$ cat config.mk
export PLATFORM = sky130hd
export DESIGN_NAME = scan_window_ctrl
export DESIGN_NICKNAME = d
export VERILOG_FILES = /design/src/rtl/scan_window_ctrl.sv
export SDC_FILE = /design/constraint.sdc
export NUM_CORES = 1
export LEC_CHECK = 0
export BUFFER_PORTS_ARGS = -buffer_cell sky130_fd_sc_hd__buf_2
export CAP_MARGIN = 10
export CORE_UTILIZATION = 24
export DETAILED_ROUTE_END_ITERATION = 6
export PLACE_DENSITY = 0.37
export SLEW_MARGIN = 20
export SYNTH_ARGS = -nofsm -noshare
export SYNTH_HDL_FRONTEND = slang
export SYNTH_SLANG_ARGS = --single-unit
$ cat constraint.sdc
create_clock -name clk -period 5.5 [get_ports clk]
set_input_delay 1.65 -clock clk [delete_from_list [all_inputs] [get_ports clk]]
set_output_delay 1.65 -clock clk [all_outputs]
set_load 0.02 [all_outputs]
$ cat src/rtl/scan_window_ctrl.sv
// Sliding-window scan sequencer: streams the pixel addresses of each window to the
// frame buffer, waits for the classifier verdict and forwards positive windows as (x,y) detections.
module scan_window_ctrl #(
  parameter int IMG_WIDTH      = 320,
  parameter int IMG_HEIGHT     = 240,
  parameter int FEATURE_WIDTH  = 24,
  parameter int FEATURE_HEIGHT = 24,
  parameter int STEP           = 1,
  parameter int W_ADDR         = $clog2(IMG_WIDTH * IMG_HEIGHT),
  parameter int W_X            = (IMG_WIDTH > 1) ? $clog2(IMG_WIDTH) : 1,
  parameter int W_Y            = (IMG_HEIGHT > 1) ? $clog2(IMG_HEIGHT) : 1
) (
  input  logic              clk,
  input  logic              rst_n,
  input  logic              start,
  output logic              busy,
  output logic              done,
  output logic              addr_valid,
  input  logic              addr_ready,
  output logic [W_ADDR-1:0] addr_data,
  output logic [1:0]        addr_eot,
  input  logic              res_valid,
  output logic              res_ready,
  input  logic              res_detect,
  output logic              det_valid,
  input  logic              det_ready,
  output logic [W_X-1:0]    det_x,
  output logic [W_Y-1:0]    det_y,
  output logic [2:0]        dbg_state
);

  // Every stream (addr, res, det) transfers a beat on a rising edge where valid and
  // ready are both high; the producer holds valid and payload steady until that edge.

  localparam logic [2:0] S_IDLE = 3'd0;
  localparam logic [2:0] S_ADDR = 3'd1;
  localparam logic [2:0] S_WAIT = 3'd2;
  localparam logic [2:0] S_DET  = 3'd3;
  localparam logic [2:0] S_NEXT = 3'd4;
  localparam logic [2:0] S_DONE = 3'd5;

  localparam int W_XX = (FEATURE_WIDTH > 1) ? $clog2(FEATURE_WIDTH) : 1;
  localparam int W_YY = (FEATURE_HEIGHT > 1) ? $clog2(FEATURE_HEIGHT) : 1;

  localparam logic [W_XX-1:0]   XX_LAST = W_XX'(FEATURE_WIDTH - 1);
  localparam logic [W_YY-1:0]   YY_LAST = W_YY'(FEATURE_HEIGHT - 1);
  localparam logic [W_X-1:0]    X_LAST  = W_X'(((IMG_WIDTH - FEATURE_WIDTH) / STEP) * STEP);
  localparam logic [W_Y-1:0]    Y_LAST  = W_Y'(((IMG_HEIGHT - FEATURE_HEIGHT) / STEP) * STEP);
  localparam logic [W_X-1:0]    X_STEP  = W_X'(STEP);
  localparam logic [W_Y-1:0]    Y_STEP  = W_Y'(STEP);
  localparam logic [W_ADDR-1:0] ROW_INC = W_ADDR'(IMG_WIDTH);
  localparam logic [W_ADDR-1:0] X_INC   = W_ADDR'(STEP);
  localparam logic [W_ADDR-1:0] Y_INC   = W_ADDR'(STEP * IMG_WIDTH);

  if (IMG_WIDTH < FEATURE_WIDTH || IMG_HEIGHT < FEATURE_HEIGHT || STEP < 1) begin : g_param_check
    $error("scan_window_ctrl: window larger than frame or STEP < 1");
  end

  logic [2:0]        state_q, state_d;
  logic [W_XX-1:0]   xx_q, xx_d;
  logic [W_YY-1:0]   yy_q, yy_d;
  logic [W_X-1:0]    x_off_q, x_off_d;
  logic [W_Y-1:0]    y_off_q, y_off_d;
  logic [W_ADDR-1:0] addr_q, addr_d;
  logic [W_ADDR-1:0] row_base_q, row_base_d;
  logic [W_ADDR-1:0] win_base_q, win_base_d;
  logic [W_ADDR-1:0] line_base_q, line_base_d;

  logic pix_fire;
  logic row_end;
  logic win_end;
  logic x_last;
  logic y_last;

  assign pix_fire = addr_valid & addr_ready;
  assign row_end  = (xx_q == XX_LAST);
  assign win_end  = row_end & (yy_q == YY_LAST);
  assign x_last   = (x_off_q == X_LAST);
  assign y_last   = (y_off_q == Y_LAST);

  // Addresses are built by adding, never multiplying: line_base = y_off*W,
  // win_base = line_base + x_off, row_base = win_base + yy*W, addr = row_base + xx.
  always_comb begin
    state_d     = state_q;
    xx_d        = xx_q;
    yy_d        = yy_q;
    x_off_d     = x_off_q;
    y_off_d     = y_off_q;
    addr_d      = addr_q;
    row_base_d  = row_base_q;
    win_base_d  = win_base_q;
    line_base_d = line_base_q;
    case (state_q)
      S_IDLE: begin
        if (start) begin
          state_d     = S_ADDR;
          xx_d        = '0;
          yy_d        = '0;
          x_off_d     = '0;
          y_off_d     = '0;
          addr_d      = '0;
          row_base_d  = '0;
          win_base_d  = '0;
          line_base_d = '0;
        end
      end
      S_ADDR: begin
        if (pix_fire) begin
          if (row_end) begin
            xx_d       = '0;
            yy_d       = yy_q + W_YY'(1);
            addr_d     = row_base_q + ROW_INC;
            row_base_d = row_base_q + ROW_INC;
            if (win_end) begin
              state_d = S_WAIT;
            end
          end else begin
            xx_d   = xx_q + W_XX'(1);
            addr_d = addr_q + W_ADDR'(1);
          end
        end
      end
      S_WAIT: begin
        if (res_valid) begin
          state_d = res_detect ? S_DET : S_NEXT;
        end
      end
      S_DET: begin
        if (det_ready) begin
          state_d = S_NEXT;
        end
      end
      S_NEXT: begin
        xx_d = '0;
        yy_d = '0;
        if (x_last && y_last) begin
          state_d = S_DONE;
        end else if (!x_last) begin
          state_d    = S_ADDR;
          x_off_d    = x_off_q + X_STEP;
          win_base_d = win_base_q + X_INC;
          row_base_d = win_base_q + X_INC;
          addr_d     = win_base_q + X_INC;
        end else begin
          state_d     = S_ADDR;
          x_off_d     = '0;
          y_off_d     = y_off_q + Y_STEP;
          line_base_d = line_base_q + Y_INC;
          win_base_d  = line_base_q + Y_INC;
          row_base_d  = line_base_q + Y_INC;
          addr_d      = line_base_q + Y_INC;
        end
      end
      S_DONE: begin
        state_d = S_IDLE;
      end
      default: begin
        state_d = S_IDLE;
      end
    endcase
  end

  always_ff @(posedge clk or negedge rst_n) begin
    if (!rst_n) begin
      state_q     <= S_IDLE;
      xx_q        <= '0;
      yy_q        <= '0;
      x_off_q     <= '0;
      y_off_q     <= '0;
      addr_q      <= '0;
      row_base_q  <= '0;
      win_base_q  <= '0;
      line_base_q <= '0;
    end else begin
      state_q     <= state_d;
      xx_q        <= xx_d;
      yy_q        <= yy_d;
      x_off_q     <= x_off_d;
      y_off_q     <= y_off_d;
      addr_q      <= addr_d;
      row_base_q  <= row_base_d;
      win_base_q  <= win_base_d;
      line_base_q <= line_base_d;
    end
  end

  // All outputs decode straight from registers, so reset clears them without a clock.
  assign busy       = (state_q != S_IDLE);
  assign done       = (state_q == S_DONE);
  assign addr_valid = (state_q == S_ADDR);
  assign res_ready  = (state_q == S_WAIT);
  assign det_valid  = (state_q == S_DET);
  assign addr_data  = addr_q;
  assign addr_eot   = addr_valid ? {win_end, row_end} : 2'b00;
  assign det_x      = x_off_q;
  assign det_y      = y_off_q;
  assign dbg_state  = state_q;

endmodule
Yosys cells after proc, flatten, opt, wreduce, memory -nomap -nowiden. Cells that the tools add are included.

Input port bits: 7. Bits in registers: 98. Output and inout port bits: 44.

Eq/ne operators: 17. Reduce and logical (&&, ||, !) cells: 12. Bitwise gates (word level): 2. Add/sub/neg operators: 8. Mux-type cells: 38.

Operators with widths (number): $mux 17 (9); $pmux 17 s3 (2); $pmux 17 s2 (2); $add 17x1->17 const B (2); $add 17x9->17 const B (2); $pmux 5 s3 (2); $mux 9 (3); $mux 5 (5); $mux 3 (8); $mux 8 (3); $pmux 9 s2 (1); $pmux 8 s2 (1); $pmux 3 s5 (1); $reduce_and 4->1 (3); $add 5x1->5 const B (2); $eq 5x5->1 const B (2); $add 9x1->9 const B (1); $eq 9x9->1 const B (1); $add 8x1->8 const B (1); $eq 8x8->1 const B (1); $ne 2x1->1 const B (4); $ne 2x2->1 const B (4); $eq 3x2->1 const B (2); $eq 3x3->1 const B (2); other kinds (10) (13).

Logic depth before layout (Yosys ltp).
Depth in word-level cells: 6. Mapped depth: 10.

Worst setup path after synthesis. No wires, ideal clock.

Path type: reg2out. Start: reg xx_q[0]. End: out addr_eot[1]. Slack: 2453 ps. Buffers on the path: 1. Data arrival time: 1397 ps. Data required time: 3850 ps. Cell stages (with the launch flop): 6. Cells stage by stage: dfrtp_1 -> ha_1 -> and4b_1 -> clkbuf_1 -> nand2_1 -> nor2_1.

Longest elaborated chain between the ends: 3.

RTL lines: start: declaration (RTL line 60) `logic [W_XX-1:0] xx_q, xx_d;`; start signal: assignment (RTL line 166) `xx_q <= '0;`; start signal: assignment (RTL line 176) `xx_q <= xx_d;`; $eq 5x5->1 (RTL line 76) `assign row_end = (xx_q == XX_LAST);`; $and 1x1->1 (RTL line 77) `assign win_end = row_end & (yy_q == YY_LAST);`; $mux 2 (RTL line 194) `assign addr_eot = addr_valid ? {win_end, row_end} : 2'b00;`; end: declaration (RTL line 21) `output logic [1:0] addr_eot,`.

Every way passes these cells.

Final worst setup path.
Start: reg xx_q[0]. End: out addr_eot[0].

Longest elaborated chain between the ends: 2.

RTL lines (RTL line): $eq 5x5->1 (76); $mux 2 (194).

Every way passes these cells.

==> impl_metrics.env <==
export IMPL_outcome="complete, no violations"
export IMPL_power_density_nw_per_um2=355
export IMPL_gp_congestion=0.809
export IMPL_drt_wl_total_um=17100
export IMPL_path_class="flip-flop to primary output"
export IMPL_place_inst=952
export IMPL_wl_per_cell_um=17.7
export IMPL_crit_chain="ha_1, and4b_1, nand2_1, inv_1, buf_2"
export IMPL_max_slew_margin_rel_pct=34.4
export IMPL_cts_tree="built"
export IMPL_max_stage_delay_ns=0.85
export IMPL_setup_tns_ns=0
export IMPL_grt_ovfl_total=0
export IMPL_dieHeight_um=154
export IMPL_crit_buf_inv=2
export IMPL_maxSlewViolCount=0
export IMPL_io_pins=51
export IMPL_period_share_pct=74.2
export IMPL_fp_row_count=55
export IMPL_hold_viol_final=0
export IMPL_async_reset_ff_share_pct=100
export IMPL_clockBufferDepth=2
export IMPL_cts_setup_buffers=0
export IMPL_cts_htree_levels=3
export IMPL_drc_errors=0
export IMPL_netlist_area_um2=5560
export IMPL_drtIter0Drc=227
export IMPL_instances_no_fill=968
export IMPL_grt_pass1_wl_um=27600
export IMPL_grt_start_max_net_pins=66
export IMPL_arrival_ns=2.43
export IMPL_area_growth_pct=13.0
export IMPL_viasPerCell=5.04
export IMPL_start_util_pct=24.5
export IMPL_antenna_left=0
export IMPL_cts_resized=0
export IMPL_holdBufCountCts=0
export IMPL_setup_viol=0
export IMPL_antennaDiodeCount=0
export IMPL_cp_max_fo=26
export IMPL_cp_top_family="simple AND/OR/NAND/NOR gates"
export IMPL_dp_hpwl_um=12000
export IMPL_synth_cell_types=64
export IMPL_finalCriticalPeriod_ns=4.08
export IMPL_hold_class="flip-flop to flip-flop"
export IMPL_hold_depth=1
export IMPL_clock_root_buffer="clkbuf_16"
export IMPL_ir_worst_vdd_uv=175
export IMPL_clk_pin_slew_ns=0.07
export IMPL_syn_num_nets=667
export IMPL_start_kind="flip-flop"
export IMPL_dieArea_um2=23800
export IMPL_grt_setup_unrepaired="false"
export IMPL_required_ns=3.85
export IMPL_fin_skew_ns=0.00915
export IMPL_synthFlopType="dfrtp_1"
export IMPL_first_global_vias=4755
export IMPL_power_leakage_nw=2.70
export IMPL_yosys_warnings=0
export IMPL_worstRegToRegCells=8
export IMPL_numCtsBuffers=9
export IMPL_io_buffers=50
export IMPL_antenna_found_initial=0
export IMPL_finalNetCount=695
export IMPL_grt_usage_pct=15.0
export IMPL_drv_cap=0
export IMPL_critPathSlowestCell="and4b_1"
export IMPL_clkLatencyLatePin_ns=0.34
export IMPL_dr_pass1_iters=4
export IMPL_yosysSeqAreaShare_pct=41.4
export IMPL_dr_total_vias=4882
export IMPL_syn_inst=650
export IMPL_avgSynthCellArea_um2=8.56
export IMPL_cts_sinks=92
export IMPL_drive_gt1_share_pct=11.7
export IMPL_synth_edff_count=0
export IMPL_path_depth=5
export IMPL_core_um2=22700
export IMPL_max_clock_freq_mhz=245
export IMPL_tightest_slew_ns=0.980
export IMPL_crit_path_end_kind="primary output"
export IMPL_synth_seq_cells=92
export IMPL_final_util_pct=27.7
export IMPL_chipWidth_um=154
==> flip-flops by register name, indices dropped and copies added (netlist names) <==
| signal | count |
|---|---|
| addr_data | 17 |
| xx_q | 5 |
| det_y | 8 |
| win_base_q | 17 |
| dbg_state | 3 |
| row_base_q | 17 |
| det_x | 9 |
| yy_q | 5 |
| line_base_q | 11 |
==> cells in the mapped netlist, drive strengths merged, types with 7 or more instances <==
cell type / count / share of area, %
ha: 10 / 2.2
a211oi: 7 / 0.94
o31ai: 7 / 0.94
and3: 12 / 1.3
buf: 17 / 2.3
xor2: 20 / 3.1
a21o: 11 / 1.5
a21oi: 39 / 3.5
a31oi: 12 / 1.3
o21ai: 84 / 8.2
nor2: 62 / 4.2
nand2: 81 / 5.5
nand4: 22 / 2.5
nor4: 9 / 1.0
a22o: 8 / 1.3
nor3: 7 / 0.63
nand3: 24 / 2.2
clkbuf: 22 / 1.5
dfrtp: 92 / 41
inv: 17 / 1.1
xnor2: 21 / 3.3
==> power by group <==
| group | internal [mW] | switching (mW) |
|---|---|---|
| logic | 0.236 | 0.519 |
| clock network | 0.353 | 0.263 |
| registers | 0.745 | 0.112 |
==> routing by layer <==
metal	GRT usage [%]	share of wire, %	vias up	wire length [um]
met5	0	0	-	0
met4	3.52	1.2	0	211
met3	3.36	3.9	12	661
met2	24.0	46	84	7820
met1	20.6	49	2384	8430
li1	-	-	2402	-
==> worst reg2reg max path, delay by kind of cell, from the launching register on <==
| kind | cells | cell delay, ns |
|---|---|---|
| fa+ha+maj | 1 | 0.13 |
| buf+inv | 1 | 0.08 |
| compound gates | 3 | 0.97 |
| flops | 1 | 0.43 |
| simple gates | 3 | 1.51 |
==> path summary, 6_finish.rpt <==
path | startpoint | to | slack [ns]
max | xx_q[0] | addr_eot[0] | 1.42
min | row_base_q[0] | row_base_q[0] | 0.50
max reg2reg | det_x[0] | row_base_q[12] | 2.27
min reg2reg | row_base_q[0] | row_base_q[0] | 0.50
max in group asynchronous | rst_n | xx_q[1] | 3.13
min in group asynchronous | rst_n | dbg_state[1] | 1.45
==> layout make-up <==
| cell class | count | area, um2 |
|---|---|---|
| Tap cell | 285 | 357 |
| Multi-Input combinational cell | 502 | 2990 |
| Fill cell | 2470 | 16400 |
| Sequential cell | 92 | 2300 |
| Clock inverter | 2 | 35.0 |
| Clock buffer | 14 | 244 |
| Inverter | 17 | 63.8 |
| Timing Repair Buffer | 56 | 298 |
==> cells in the final DEF, fill, tap and decap left out, types with 4 or more instances in the layout <==
| cell type | count |
|---|---|
| xor2_1 | 20 |
| clkbuf_16 | 9 |
| a22o_1 | 8 |
| ha_1 | 10 |
| o21ai_1 | 25 |
| a211oi_1 | 7 |
| a31oi_1 | 12 |
| nor3_1 | 7 |
| nand3_1 | 24 |
| nand4_1 | 22 |
| o31ai_1 | 7 |
| nor2_1 | 61 |
| inv_1 | 17 |
| o22ai_1 | 4 |
| nand3b_1 | 5 |
| a21o_1 | 10 |
| o21ai_0 | 56 |
| buf_4 | 7 |
| xnor2_1 | 21 |
| a21oi_1 | 39 |
| nand2_1 | 81 |
| and4_1 | 5 |
| o21a_1 | 4 |
| dfrtp_1 | 92 |
| nor4_1 | 9 |
| and3_1 | 12 |
| buf_2 | 49 |
| clkbuf_1 | 5 |
==> through the flow <==
step	hold WS, ns	worst slack, ns	power [mW]	instance area, um2
after floorplan	0.445	2.45	1.41	5560
after global placement	0.477	1.72	1.63	6010
after detailed placement	0.476	1.70	1.64	6010
after CTS	0.492	1.34	2.27	6280
after global routing	0.512	1.16	2.39	6280
final	0.498	1.42	2.23	6280
==> cells by family (layout without fill, tap and decap cells) <==
kind of cell / after synthesis / in the layout / share of synthesized area (%)
and+or+nand+nor: 252 / 252 / 22.4
AOI/OAI and AO/OA: 195 / 195 / 21.8
DFF: 92 / 92 / 41.4
buffers and inverters: 56 / 89 / 4.95
xor gates and xnor gates: 41 / 41 / 6.46
adders and majority gates: 10 / 10 / 2.25
muxes: 4 / 4 / 0.765
Note: power is estimated with default switching activity, not from simulation.
